<file path="config.mk">
export PLATFORM = sky130hd
export DESIGN_NAME = fc_topk_select_flat
export DESIGN_NICKNAME = d
export VERILOG_FILES = /design/src/rtl/fc_topk_select_if.sv /design/src/rtl/fc_topk_select.sv /design/src/flat_wrapper.sv
export SDC_FILE = /design/constraint.sdc
export NUM_CORES = 1
export LEC_CHECK = 0
export CELL_PAD_IN_SITES_DETAIL_PLACEMENT = 0
export CELL_PAD_IN_SITES_GLOBAL_PLACEMENT = 1
export CORE_ASPECT_RATIO = 1.1
export CORE_MARGIN = 2
export CORE_UTILIZATION = 44
export CTS_CLUSTER_SIZE = 30
export DETAILED_ROUTE_END_ITERATION = 12
export PLACE_DENSITY_LB_ADDON = 0.05
export SLEW_MARGIN = 20
export SYNTH_ARGS = -nofsm -noshare
export SYNTH_HDL_FRONTEND = slang
export SYNTH_SLANG_ARGS = --single-unit
</file>
<file path="constraint.sdc">
create_clock -name clk -period 4.1 [get_ports clk]
set_input_delay 0.41 -clock clk [delete_from_list [all_inputs] [get_ports clk]]
set_output_delay 0.41 -clock clk [all_outputs]
set_load 0.005 [all_outputs]
</file>
<file path="src/rtl/fc_topk_select_if.sv">
`default_nettype none
// +------------------------------------------------------------------+
// | fc_topk_select_if : logit beat stream into the top-K selector     |
// | Rev 1.0                                                           |
// +------------------------------------------------------------------+
interface fc_topk_select_if #(
   parameter int IDX_W  = 11,
   parameter int DATA_W = 8
) ();
   logic                     in_valid;
   logic [IDX_W-1:0]         in_class_idx;
   logic signed [DATA_W-1:0] in_logit;
   logic                     in_last;

   modport master (
      output in_valid,
      output in_class_idx,
      output in_logit,
      output in_last
   );

   modport slave (
      input in_valid,
      input in_class_idx,
      input in_logit,
      input in_last
   );
endinterface
`default_nettype wire

</file>
<file path="src/rtl/fc_topk_select.sv">
`default_nettype none
// +------------------------------------------------------------------+
// | fc_topk_select : keeps a sorted top-K list of streamed logits and  |
// | publishes the ranking at end of stream. Optional: FC_TOPK_CNT_CHECK_EN|
// | Rev 1.0                                                           |
// +------------------------------------------------------------------+
module fc_topk_select #(
   parameter int K           = 5,
   parameter int IDX_W       = 11,
   parameter int DATA_W      = 8,
   parameter int OUT_CLASSES = 1000
) (
   input  logic                  clk,
   input  logic                  rst_n,
   input  logic                  start,
   fc_topk_select_if.slave       s_in,
   output logic                  busy,
   output logic                  result_valid,
   output logic [K*IDX_W-1:0]    topk_idx,
   output logic [K*DATA_W-1:0]   topk_logit,
   output logic [3:0]            topk_count,
   output logic                  done
`ifdef FC_TOPK_CNT_CHECK_EN
   ,
   output logic [IDX_W:0]        beat_count,
   output logic                  cnt_err
`endif
);

   localparam logic [IDX_W-1:0]         C_IDX_RST   = '1;
   localparam logic signed [DATA_W-1:0] C_LOGIT_RST = {1'b1, {(DATA_W-1){1'b0}}};
   localparam logic [3:0]               C_K         = 4'(K);

   typedef enum logic [1:0] {
      S_IDLE    = 2'd0,
      S_COLLECT = 2'd1,
      S_DONE    = 2'd2
   } state_t;

   state_t                   r_state;
   logic [IDX_W-1:0]         r_idx   [K];
   logic signed [DATA_W-1:0] r_logit [K];
   logic [K-1:0]             r_vld;

   logic [K-1:0]             w_ge;
   logic [IDX_W-1:0]         w_nxt_idx   [K];
   logic signed [DATA_W-1:0] w_nxt_logit [K];
   logic [K-1:0]             w_nxt_vld;
   logic                     w_ins;

   // The list is sorted with valid entries packed at the front, so w_ge is a
   // prefix mask: slot j keeps, takes the beat at the prefix edge, or shifts.
   generate
      for (genvar j = 0; j < K; j++) begin : g_slot
         assign w_ge[j] = r_vld[j] && ($signed(r_logit[j]) >= $signed(s_in.in_logit));
         if (j == 0) begin : g_head
            assign w_nxt_idx[j]   = w_ge[j] ? r_idx[j]   : s_in.in_class_idx;
            assign w_nxt_logit[j] = w_ge[j] ? r_logit[j] : s_in.in_logit;
            assign w_nxt_vld[j]   = 1'b1;
         end else begin : g_body
            assign w_nxt_idx[j]   = w_ge[j]   ? r_idx[j]   :
                                    w_ge[j-1] ? s_in.in_class_idx : r_idx[j-1];
            assign w_nxt_logit[j] = w_ge[j]   ? r_logit[j] :
                                    w_ge[j-1] ? s_in.in_logit     : r_logit[j-1];
            assign w_nxt_vld[j]   = w_ge[j] | w_ge[j-1] | r_vld[j-1];
         end
         assign topk_idx[j*IDX_W +: IDX_W]    = r_idx[j];
         assign topk_logit[j*DATA_W +: DATA_W] = r_logit[j];
      end
   endgenerate

   assign w_ins = !w_ge[K-1];

   always_ff @(posedge clk or negedge rst_n) begin
      if (!rst_n) begin
         r_state      <= S_IDLE;
         r_vld        <= '0;
         for (int i = 0; i < K; i++) begin
            r_idx[i]   <= C_IDX_RST;
            r_logit[i] <= C_LOGIT_RST;
         end
         topk_count   <= '0;
         busy         <= 1'b0;
         result_valid <= 1'b0;
         done         <= 1'b0;
      end else begin
         done <= 1'b0;
         if (start) begin
            // start overrides any beat presented in the same cycle
            r_state      <= S_COLLECT;
            r_vld        <= '0;
            for (int i = 0; i < K; i++) begin
               r_idx[i]   <= C_IDX_RST;
               r_logit[i] <= C_LOGIT_RST;
            end
            topk_count   <= '0;
            busy         <= 1'b1;
            result_valid <= 1'b0;
         end else begin
            case (r_state)
               S_COLLECT: begin
                  if (s_in.in_valid && w_ins) begin
                     for (int i = 0; i < K; i++) begin
                        r_idx[i]   <= w_nxt_idx[i];
                        r_logit[i] <= w_nxt_logit[i];
                     end
                     r_vld <= w_nxt_vld;
                     if (topk_count < C_K) begin
                        topk_count <= topk_count + 4'd1;
                     end
                  end
                  if (s_in.in_last) begin
                     r_state      <= S_DONE;
                     busy         <= 1'b0;
                     result_valid <= 1'b1;
                     done         <= 1'b1;
                  end
               end
               default: begin
               end
            endcase
         end
      end
   end

`ifdef FC_TOPK_CNT_CHECK_EN
   logic [IDX_W:0] w_cnt_nxt;

   assign w_cnt_nxt = (s_in.in_valid && !(&beat_count)) ? beat_count + 1'b1 : beat_count;

   always_ff @(posedge clk or negedge rst_n) begin
      if (!rst_n) begin
         beat_count <= '0;
         cnt_err    <= 1'b0;
      end else if (start) begin
         beat_count <= '0;
         cnt_err    <= 1'b0;
      end else if (r_state == S_COLLECT) begin
         beat_count <= w_cnt_nxt;
         if (s_in.in_last) begin
            cnt_err <= (w_cnt_nxt != (IDX_W+1)'(OUT_CLASSES));
         end
      end
   end
`endif

endmodule
`default_nettype wire

</file>
<file path="src/flat_wrapper.sv">
// flat-port wrapper written by rule: the top's interface ports become plain ports
module fc_topk_select_flat 
#(
   parameter int K           = 5,
   parameter int IDX_W       = 11,
   parameter int DATA_W      = 8,
   parameter int OUT_CLASSES = 1000
)
  (clk, rst_n, start, busy, result_valid, topk_idx, topk_logit, topk_count, done, s_in_in_valid, s_in_in_class_idx, s_in_in_logit, s_in_in_last);
  fc_topk_select_if #(.IDX_W(IDX_W), .DATA_W(DATA_W)) s_in_i ();
  input  logic clk;
  input  logic rst_n;
  input  logic start;
  output logic busy;
  output logic result_valid;
  output logic [K*IDX_W-1:0] topk_idx;
  output logic [K*DATA_W-1:0] topk_logit;
  output logic [3:0] topk_count;
  output logic done;
  input wire logic [$bits(s_in_i.in_valid)-1:0] s_in_in_valid;
  input wire logic [$bits(s_in_i.in_class_idx)-1:0] s_in_in_class_idx;
  input wire logic [$bits(s_in_i.in_logit)-1:0] s_in_in_logit;
  input wire logic [$bits(s_in_i.in_last)-1:0] s_in_in_last;
  assign s_in_i.in_valid = s_in_in_valid;
  assign s_in_i.in_class_idx = s_in_in_class_idx;
  assign s_in_i.in_logit = s_in_in_logit;
  assign s_in_i.in_last = s_in_in_last;
  fc_topk_select #(.K(K), .IDX_W(IDX_W), .DATA_W(DATA_W), .OUT_CLASSES(OUT_CLASSES)) u_core (.clk(clk), .rst_n(rst_n), .start(start), .s_in(s_in_i), .busy(busy), .result_valid(result_valid), .topk_idx(topk_idx), .topk_logit(topk_logit), .topk_count(topk_count), .done(done));
endmodule
</file>
## Word-level counts from Yosys, hierarchy flattened

Index checks and enable logic that the tools add are counted.

| cells by class | value |
|---|---|
| add/subtract/negate cells | 1 |
| $lt $le $gt $ge | 6 |
| equality and inequality tests | 6 |
| muxes and demuxes | 43 |
| bitwise gates (word level) | 8 |
| reductions and logical operators | 19 |

Operators by type and width:

| operator | count |
|---|---|
| 55-bit two-way mux | 3 |
| 40-bit two-way mux | 3 |
| 11-bit two-way mux | 9 |
| 8-bit two-way mux | 9 |
| 8-bit >= comparator | 5 |
| 3-bit AND reduction | 6 |
| 4-bit two-way mux | 4 |
| 5-bit two-way mux | 3 |
| 2-bit != test, second input constant | 5 |
| 1-bit two-way mux | 9 |
| 1-bit OR | 8 |
| 2-bit nonzero test | 4 |
| 1-bit logical AND | 6 |
| 2-bit two-way mux | 3 |
| 4-bit by 1-bit adder with 4-bit output, second input constant | 1 |
| 4-bit by 3-bit < comparator with 1-bit output, second input constant | 1 |
| 2-bit AND reduction | 2 |
| 2-bit by 1-bit equality test with 1-bit output, second input constant | 1 |
| 1-bit zero test | 1 |

| word-level totals | value |
|---|---|
| register bits | 109 |
| input bits | 24 |
| output and inout bits | 102 |
| word-level logic and storage cells | 99 |

## Depth between registers and ports, before layout

| depth | value |
|---|---|
| depth in word-level cells | 7 |
| mapped depth | 10 |
| gate-level depth less buffers | 8 |

## Worst setup path after synthesis

Ideal clock, no wire load.

| timing | value |
|---|---|
| path kind | input -> register |
| start point | in s_in_in_logit[3] |
| end point | reg u_core.r_idx, in the netlist u_core.topk_idx[15] |
| setup time | 0.081 ns |
| data arrival time | 2.266 ns |
| data required time | 4.019 ns |
| slack | 1.753 ns |
| stages | 9 |
| path through | inv_1 > ha_1 > and4b_4 > a2111oi_2 > a2bb2oi_1 > o21ai_0 > clkbuf_1 > o21ai_0 > o211ai_1 |

| on the way | value |
|---|---|
| longest elaborated chain between the ends | 7 |

Ends and longest elaborated chain:

| item | RTL line | text |
|---|---|---|
| start: declaration | flat_wrapper.sv:22 | `input wire logic [$bits(s_in_i.in_logit)-1:0] s_in_in_logit;` |
| 8-bit >= comparator | fc_topk_select.sv:55 | `assign w_ge[j] = r_vld[j] && ($signed(r_logit[j]) >= $signed(s_in.in_logit));` |
| 1-bit logical AND | fc_topk_select.sv:55 |  |
| 11-bit two-way mux | fc_topk_select.sv:62 | `w_ge[j-1] ? s_in.in_class_idx : r_idx[j-1];` |
| 11-bit two-way mux | fc_topk_select.sv:61 | `assign w_nxt_idx[j] = w_ge[j] ? r_idx[j] :` |
| 55-bit two-way mux | fc_topk_select.sv:102 | `if (s_in.in_valid && w_ins) begin` |
| 55-bit two-way mux | fc_topk_select.sv:100 | `case (r_state)` |
| 55-bit two-way mux | fc_topk_select.sv:88 | `if (start) begin` |
| end signal: indexed assignment | fc_topk_select.sv:104 | `r_idx[i] <= w_nxt_idx[i];` |
| end: declaration | fc_topk_select.sv:41 | `logic [IDX_W-1:0] r_idx [K];` |

Parallel ways exist; a longest one is shown, timed or not. The select of a mux whose other input is x is not followed.
A chain may end at the register's enable or synchronous reset.

## Worst setup path in the final report

| timing | value |
|---|---|
| start point | in s_in_in_logit[3] |
| end point | reg u_core.r_idx, in the netlist u_core.topk_idx[23] |

Same word-level chain as after synthesis.

==> impl_results.md <==
- Status: complete, no violations
- Clock latency on the worst-skew pair: 0.35 ns
- Worst Setup SP: s_in_in_logit[3]
- Routed Antenna Nets: 0
- # setup viols final: 0
- RSZ-0062 raised after global routing: false
- DR vias: 5220
- First-pass GRT wire length: 30.2 mm
- Critical Path RT: 4.33 ns
- I/O pin count: 126
- Remaining global-route overflow: 0
- Mapped Nets: 654
- Leakage power: 3.70 nW
- Overall power: 0.00310 W
- Post-synth top flop: dfstp_2
- Hold violation count in the final report: 0
- Clk pwr share: 28.8%
- Syn. warnings: 0
- Design area: 8010 um2
- Worst Max-Slew Pin Slew: 0.991 ns
- Placed Area: 7710 um2
- HP Class: in2async
- Cell Pwr Density: 387 nW/um2
- Tcrit/Tclk final: 82.2%
- Drt drc: 0
- Die width: 118 um
- Final slew viol count: 0
- Nets: 773
- EDFF count, synth: 0
- Post-Syn Area per Cell: 10.7 um2
- Library cells used by synthesis: 50
- Synth cell count leaders: 95 x mux2i_1, 60 x dfstp_2, 55 x nor2_1
- Gate power share: 29.3%
- Cell with the most instances after synthesis: mux2i_1
- Die ar.: 15200 um2
- Area of the multi-input gates: 3220 um2
- Initial Utilization: 45.3%
- Total negative setup slack: 0 ns
- Sequential share of the synthesized area: 43.9%
- Worst rel slew slack: 33.6%
- ANT cells: 0
- Register area: 2750 um2
- CTS Hold Bufs: 0
- Die Height: 129 um
- Arrival @ worst endpoint: 3.60 ns
- Initial antenna violation count: 0
- Starting DRT DRC Count: 325
- Max Cap Viol: 0
- Area share of the largest cell type after synthesis: 25.1%
- # Post-CTS Setup Buffers: 0
- CP endpoint kind: register
- CP Class: in2reg
- Drt wl/cell: 21.2 um
- PostCTS Resize Cnt: 0
- Clock Sinks: 107
- FF-to-FF path depth: 7
- Synthesized flop and latch total: 107
- Largest area contributor in the netlist: dfstp_2
- Total GRT Usage: 25.4%
- Port buffer count: 125
- Via count of the first global-routing pass: 5466
- Vias per cell: 5.81
- Critical path launch point type: input pin
- Share of synthesized flip-flops with an asynchronous set or reset: 100%
- Cell Rows: 45
- Router iterations before antenna repair: 4
- Inserted Clock Buffers: 9
- # H-tree levels: 3
- P&R area growth vs syn: 27.5%
- Post-Synthesis Cells: 588
- Mapped cell area: 6280 um2
- Critical path peak fanout: 12
- Drt total wl: 19.0 mm
- Switching Share: 31.9%
- Switching power: 0.000990 W
- Synth top area cells: dfstp_2 25%, dfrtp_1 19%, mux2i_1 15%
- # fillers: 1239
- Cell Int Power: 0.00211 W
- Min Clock Period, post-route: 3.37 ns
- R2r endpoint: u_core.topk_idx[23]$_DFFE_PN1P_
- Fmax achieved: 297 MHz
- Largest net degree at the start of global routing: 50
- Core Box Area: 13900 um2
- Longest Clk Path Bufs: 2
- Sequential share of power: 41.9%
- Maximum vdd ir drop: 208 uV
- TritonCTS clock tree: built
- RR Startpoint: u_core.topk_logit[23]$_DFFE_PN1P_
- Clock Skew: 0.00720 ns
- Clock root cell: clkbuf_16
- Flop2flop setup slack: 1.15 ns
- Detailed Place HPWL: 13.6 mm
- GP Congestion: 0.945
- Clk slew on worst S/H paths: 0.07 ns
- Share of layout cells above drive strength 1: 16.6%
worst max-delay path by stage:
stage | end | slack (ns) | depth (start not counted)
final | u_core.topk_idx[23]$_DFFE_PN1P_ | 0.73 | 9
after detailed placement | u_core.r_vld[1]$_DFFE_PN0P_ | 0.39 | 9
after global placement | u_core.r_vld[1]$_DFFE_PN0P_ | 0.44 | 9
after CTS | u_core.r_vld[1]$_DFFE_PN0P_ | 0.76 | 9
after global routing | u_core.topk_idx[26]$_DFFE_PN1P_ | 0.55 | 9
after floorplan | u_core.topk_idx[15]$_DFFE_PN1P_ | 1.75 | 9
power groups by stage:
stage	Sequential (W)	Combinational [W]	Clock, W
3_3_place_gp	0.00132	0.000891	0
3_5_place_dp	0.00131	0.000909	0
2_1_floorplan	0.00129	0.000525	0
5_1_grt	0.00131	0.000996	0.000944
6_report	0.00130	0.000909	0.000892
4_1_cts	0.00130	0.000913	0.000905
layout by cell type (no fill, tap or decap), drive strengths merged, types with 3 or more instances in the layout:
cell,synthesis,routed
clkdlybuf4s50,0,123
mux2i,95,95
dfstp,60,60
nor2,57,57
dfrtp,47,47
ha,42,42
nand2,35,35
a211oi,31,31
a21oi,26,26
o211ai,26,26
inv,25,26
a22oi,24,24
buf,22,24
o21ai,20,20
clkbuf,17,13
nand4,6,6
a21o,5,5
nor3b,4,4
nor3,4,4
o21a,3,3
nand2b,3,3
xnor2,3,3
a31oi,3,3
o221ai,3,3
state kept, by name, summed over array words and instances, names as in the netlist:
register           flops
u_core.done            1
u_core.r_state         2
u_core.r_vld           5
u_core.topk_count      4
u_core.topk_idx       55
u_core.topk_logit     40
cell type report:
| type | count | area share (%) |
|---|---|---|
| Multi-Input combinational cell | 417 | 40.2 |
| Clock buffer | 13 | 3.50 |
| Inverter | 25 | 1.17 |
| Timing Repair Buffer | 147 | 17.6 |
| Tap cell | 188 | 2.94 |
| Clock inverter | 2 | 0.219 |
| Sequential cell | 107 | 34.4 |
routing by layer:
metal / vias to the layer above / routed length (um) / global-route usage (%)
li1: 2413 / - / -
met3: 35 / 1010 / 5.33
met1: 2610 / 7960 / 31.2
met4: 0 / 601 / 12.3
met2: 162 / 9450 / 43.0
met5: - / 0 / 0
metrics by stage:
step	cells	hold WS [ns]	util [%]	setup slack, ns
4_1_cts	899	0.0847	57.8	0.764
5_1_grt	899	0.101	57.8	0.548
6_report	899	0.0684	57.8	0.729
3_3_place_gp	884	0.461	55.6	0.441
2_1_floorplan	588	0.114	-	1.75
3_5_place_dp	884	0.466	55.6	0.393
worst max-delay path, cell delays in order:
cell and delay, ns:
clkdlybuf4s50_1 0.60, inv_1 0.19, ha_1 0.39, and4b_4 0.21, a211oi_1 0.31, a2bb2oi_1 0.24, o21ai_0 0.22, nor3_2 0.80
a22oi_1 0.22
kinds of logic (layout without fill, tap and decap cells):
group,count (synthesis),in the layout,share of synthesized area [%]
DFF,107,107,43.9
and+or+nand+nor,120,120,8.95
xor gates and xnor gates,3,3,0.419
AOI/OAI and AO/OA,157,157,18.1
buffers and inverters,64,187,5.18
muxes,95,95,15.1
adders and majority gates,42,42,8.37
Power figures use the tool's default switching activity.
==> RTL change 1, RTL diff (same settings) <==
`K` is set to 5 in 2 places; all go to 10.
--- a/src/rtl/fc_topk_select.sv
+++ b/src/rtl/fc_topk_select.sv
@@ -5,7 +5,7 @@
 // | Rev 1.0                                                           |
 // +------------------------------------------------------------------+
 module fc_topk_select #(
-   parameter int K           = 5,
+   parameter int K           = 10,
    parameter int IDX_W       = 11,
    parameter int DATA_W      = 8,
    parameter int OUT_CLASSES = 1000
--- a/src/flat_wrapper.sv
+++ b/src/flat_wrapper.sv
@@ -1,7 +1,7 @@
 // flat-port wrapper written by rule: the top's interface ports become plain ports
 module fc_topk_select_flat 
 #(
-   parameter int K           = 5,
+   parameter int K           = 10,
    parameter int IDX_W       = 11,
    parameter int DATA_W      = 8,
    parameter int OUT_CLASSES = 1000
Interface: changed (resized topk_idx and topk_logit); port bits go from 126 to 221. No check against the original RTL was run, so the function may have changed too.
==> RTL change 1 against the original RTL <==
Power grew 110%; cell count grew 94%; design area grew 93%; first-iteration DRC count grew 130%; wire length grew 100%; global-route usage grew 1.2 points; worst setup slack gained 0.33 ns; sequential cell count grew 100; critical path depth grew 2; die area grew 89%; fmax grew 11%; synthesized area grew 92%; non-clock buffer count grew 121; largest power group unchanged.
==> RTL change 1: results (changes against the original RTL) <==
- Status: finished clean
- Met2 Usage GRT: 43.5% (+0.57 points)
- Cell Count Post-Placement: 1,700 (+92%)
- CTS Buf Count: 24 (+15)
- Clock buffer depth: 3 (+1)
- Post-synthesis mux area share: 12.6% (-2.5 points)
- GR Util met1: 36.5% (+5.2 points)
- Met1 wire length: 17,000 µm (+110%)
- TritonRoute pass-1 iters: 5 (+1)
- GR Layer Usage met3: 4.39% (-0.93 points)
- Layout cell share with drive strength beyond 1: 16.4% (-0.22 points)
- Comb. pwr: 0.00162 W (+78%)
- Initial drt markers: 737 (+130%)
- VDD IR max: 0.284 mV (+37%)
- Synth Area in Adders: 8.41% (+0.034 points)
- Xor/xnor cell area share of the yosys netlist: 0.0726% (-0.35 points)
- H-tree depth: 1 (-2)
- Final WL: 38,200 µm (+100%)
- Final #Nets: 1,474 (+91%)
- Met3 WL: 2170 µm (+120%)
- Port bufs: 220 (+76%)
- Sw Ratio: 30.7% (-1.2 points)
- Area post-placement: 0.0147 mm² (+90%)
- Vias per cell: 5.78 (-0.37%)
- Dpl hpwl: 26,900 µm (+98%)
- Crit Path Max Fanout: 11 (-1)
- Top area cells in the synthesized netlist: dfstp_2 26%, dfrtp_1 18%, mux2i_1 13%, ha_1 8.4%, a21oi_1 3.2%
- Worst reg-to-reg path cell count: 8 (+1)
- Max incr delay on CP: 0.62 ns (-0.18 ns)
- PD cells: 411 mW/mm² (+6.1%)
- Place WS: 0.488 ns (+0.0950 ns)
- First-pass GRT wire length: 60,200 µm (+100%)
- WP data arrival: 3.48 ns (-0.12 ns)
- Largest register FFs: 110 (+100%)
- Filler Cell Count: 2,371 (+91%)
- Crit path from: s_in_in_logit[7]
-- RTL change 1: cell count changes after synthesis, sizes merged, moves of 14 or more --
cell     unedited run  this run
o22ai               0        20
nand3               0        33
ha                 42        81
mux2i              95       152
inv                25        54
o21ai              20        34
dfstp              60       120
clkbuf             17        59
a2bb2oi             2        36
a21oi              26        76
o211ai             26        40
buf                22        44
nand2              35       101
dfrtp              47        87
-- RTL change 1: final timing paths --
path,to,slack (ns)
min in group clk,u_core.r_vld[0],0.42
worst min register to register,u_core.topk_idx[8],0.50
worst min-delay path,u_core.topk_logit[11],0.01
worst max register to register,u_core.topk_idx[18],1.31
worst max-delay path,u_core.topk_idx[40],1.06
max in group asynchronous,u_core.topk_idx[17],3.07
-- RTL change 1: final cells by class --
cell class                 count  area, µm²  area share [%]
sequential                   207       5330            34.4
tap                          357        447            2.88
inverter                      54        205            1.32
timing repair buffer         268       2610            16.9
clock buffer                  36        748            4.83
multi-input combinational    814       6080            39.3
clock inverter                 7       62.6           0.404
==> RTL change 2, RTL diff (config.mk and constraints unchanged) <==
Made on the original files. The 3 states of `state_t` get a one-hot encoding in 3 bits.
--- a/src/rtl/fc_topk_select.sv
+++ b/src/rtl/fc_topk_select.sv
@@ -31,10 +31,10 @@
    localparam logic signed [DATA_W-1:0] C_LOGIT_RST = {1'b1, {(DATA_W-1){1'b0}}};
    localparam logic [3:0]               C_K         = 4'(K);
 
-   typedef enum logic [1:0] {
-      S_IDLE    = 2'd0,
-      S_COLLECT = 2'd1,
-      S_DONE    = 2'd2
+   typedef enum logic [2:0] {
+      S_IDLE    = 3'b001,
+      S_COLLECT = 3'b010,
+      S_DONE    = 3'b100
    } state_t;
 
    state_t                   r_state;
Check against the original RTL: no difference found for any inputs over 4 cycles, from zero or initial values and one cycle with rst_n low; so few cycles prove little.
==> RTL change 2 against the original RTL <==
Synthesized area is 2.8% lower; design area shrank 2.3%; worst setup slack improved by 0.085 ns; combinational power shrank 35%; hold slack improved by 0.12 ns; wire length fell by 3.9%; power shrank 12%; sequential cell count rose by 1; cell count grew 2.3%; via count up 1.5%; register-to-register slack better by 0.03 ns; largest cell class unchanged; largest power group unchanged.
==> RTL change 2: results (changes against the original RTL) <==
- Clock Latency Late Sink: 0.36 ns
- Least-Margin Pin Slew: 0.906 ns (-0.0840 ns)
- Fin Hold WS: 0.189 ns (+0.121 ns)
- CTS Buf Count: 9 (unchanged)
- Resize count post-CTS: 0 (unchanged)
- Status: finished clean
- Routed len/inst: 19.9 µm (-6.1%)
- Total number of vias: 5,300 (+1.5%)
- Pint: 0.00190 W (-9.7%)
- Clock power frac: 33.4% (+4.6 points)
- Final WL: 18,300 µm (-3.9%)
- Max incr delay on CP: 0.56 ns (-0.24 ns)
- Met2 Wirelength: 9110 µm (-3.7%)
- VDD IR max: 0.169 mV (-18%)
- Initial drt markers: 300 (-7.7%)
- TritonRoute pass-1 iters: 5 (+1)
- HP Class: input pin to asynchronous set/reset pin
- P_leak: 3.50 nW (-5.3%)
- R2r setup slk: 1.18 ns (+0.03 ns)
- Filler Cell Count: 1,233 (-0.48%)
- Met3 WL: 837 µm (-17%)
- Seq/Total Area, Yosys: 45.5% (+1.7 points)
- Crit Path Max Fanout: 25 (+13)
- GPL Wtd Cong: 0.873 (-7.7%)
- WP data arrival: 3.54 ns (-0.06 ns)
- Top area cells in the synthesized netlist: dfstp_2 26%, dfrtp_1 19%, ha_1 8.6%, mux2i_1 8.2%, a21oi_1 5.9%
- Final setup skew: 0.0117 ns (+0.00454 ns)
- PD cells: 348 mW/mm² (-10%)
- Synth top cells by count: 72 x a21oi_1, 61 x dfstp_2, 50 x mux2i_1, 48 x nand2_1, 47 x dfrtp_1
- Dpl hpwl: 13,100 µm (-3.6%)
- Initial antenna violation count: 0 (unchanged)
- Vias in the first global route: 5,473 (+0.13%)
- GRT Resource Usage Total: 25.4% (+0.040 points)
- Layout cell share with drive strength beyond 1: 14.1% (-2.5 points)
- First-pass GRT wire length: 29,100 µm (-3.5%)
- Mean Syn Cell Area: 9.92 µm² (-7.1%)
- Port bufs: 125 (unchanged)
- Part of the power in registers: 44.8% (+2.9 points)
- Crit path max-delay cell type: clkdlybuf4s50_1
- Place WS: 0.458 ns (+0.0652 ns)
- Final #Nets: 793 (+2.6%)
- Met1 wire length: 7790 µm (-2.2%)
- Largest net degree at the start of global routing: 71 (+42%)
- Final setup margin: 0.815 ns (+0.0852 ns)
- Area post-placement: 0.00752 mm² (-2.4%)
- Cell Count Post-Placement: 904 (+2.3%)
- Async S/R FF share, synth: 100% (unchanged)
- Synth Net Count: 681 (+4.1%)
- Yosys cell types: 50 (unchanged)
RTL change 2: per-layer routing:
metal	global-route usage, %	vias up
li1	-	2500
met5	0	-
met2	42.4	195
met3	3.32	40
met4	10.9	0
met1	33.0	2565
RTL change 2: kinds of logic (layout without fill, tap and decap cells):
family | count (synthesis) | in the layout | share of synthesized area (%)
AND/OR/NAND/NOR | 166 | 166 | 13.0
multiplexers | 50 | 50 | 8.20
adder cells (fa/ha/maj) | 42 | 42 | 8.61
buffers and inverters | 67 | 184 | 5.17
flip-flops | 108 | 108 | 45.5
AO/OA/AOI/OAI | 181 | 181 | 19.3
XOR/XNOR | 1 | 1 | 0.144
RTL change 2: path summary, 6_finish.rpt:
path / start / endpoint
max: s_in_in_logit[7] / u_core.topk_logit[10]
min: rst_n / u_core.topk_logit[0]
max reg2reg: u_core.topk_logit[39] / u_core.topk_logit[10]
min reg2reg: u_core.topk_idx[7] / u_core.topk_idx[7]
max in group asynchronous: rst_n / u_core.topk_idx[32]
min in group clk: start / u_core.r_state[1]
RTL change 2: cell type report:
class	instances	area, µm²	share of cell area (%)
clock inverter	7	72.6	0.928
multi-input combinational	440	3010	38.6
inverter	23	86.3	1.10
sequential	108	2780	35.5
clock buffer	9	225	2.88
timing repair buffer	145	1410	18.0
tap	188	235	3.01
RTL change 2: critical path, delay by kind of cell:
kind                     cells  cell delay, ns
buffers and inverters        3            1.11
AO/OA/AOI/OAI                3            0.83
AND/OR/NAND/NOR              2            0.79
adder cells (fa/ha/maj)      1            0.39
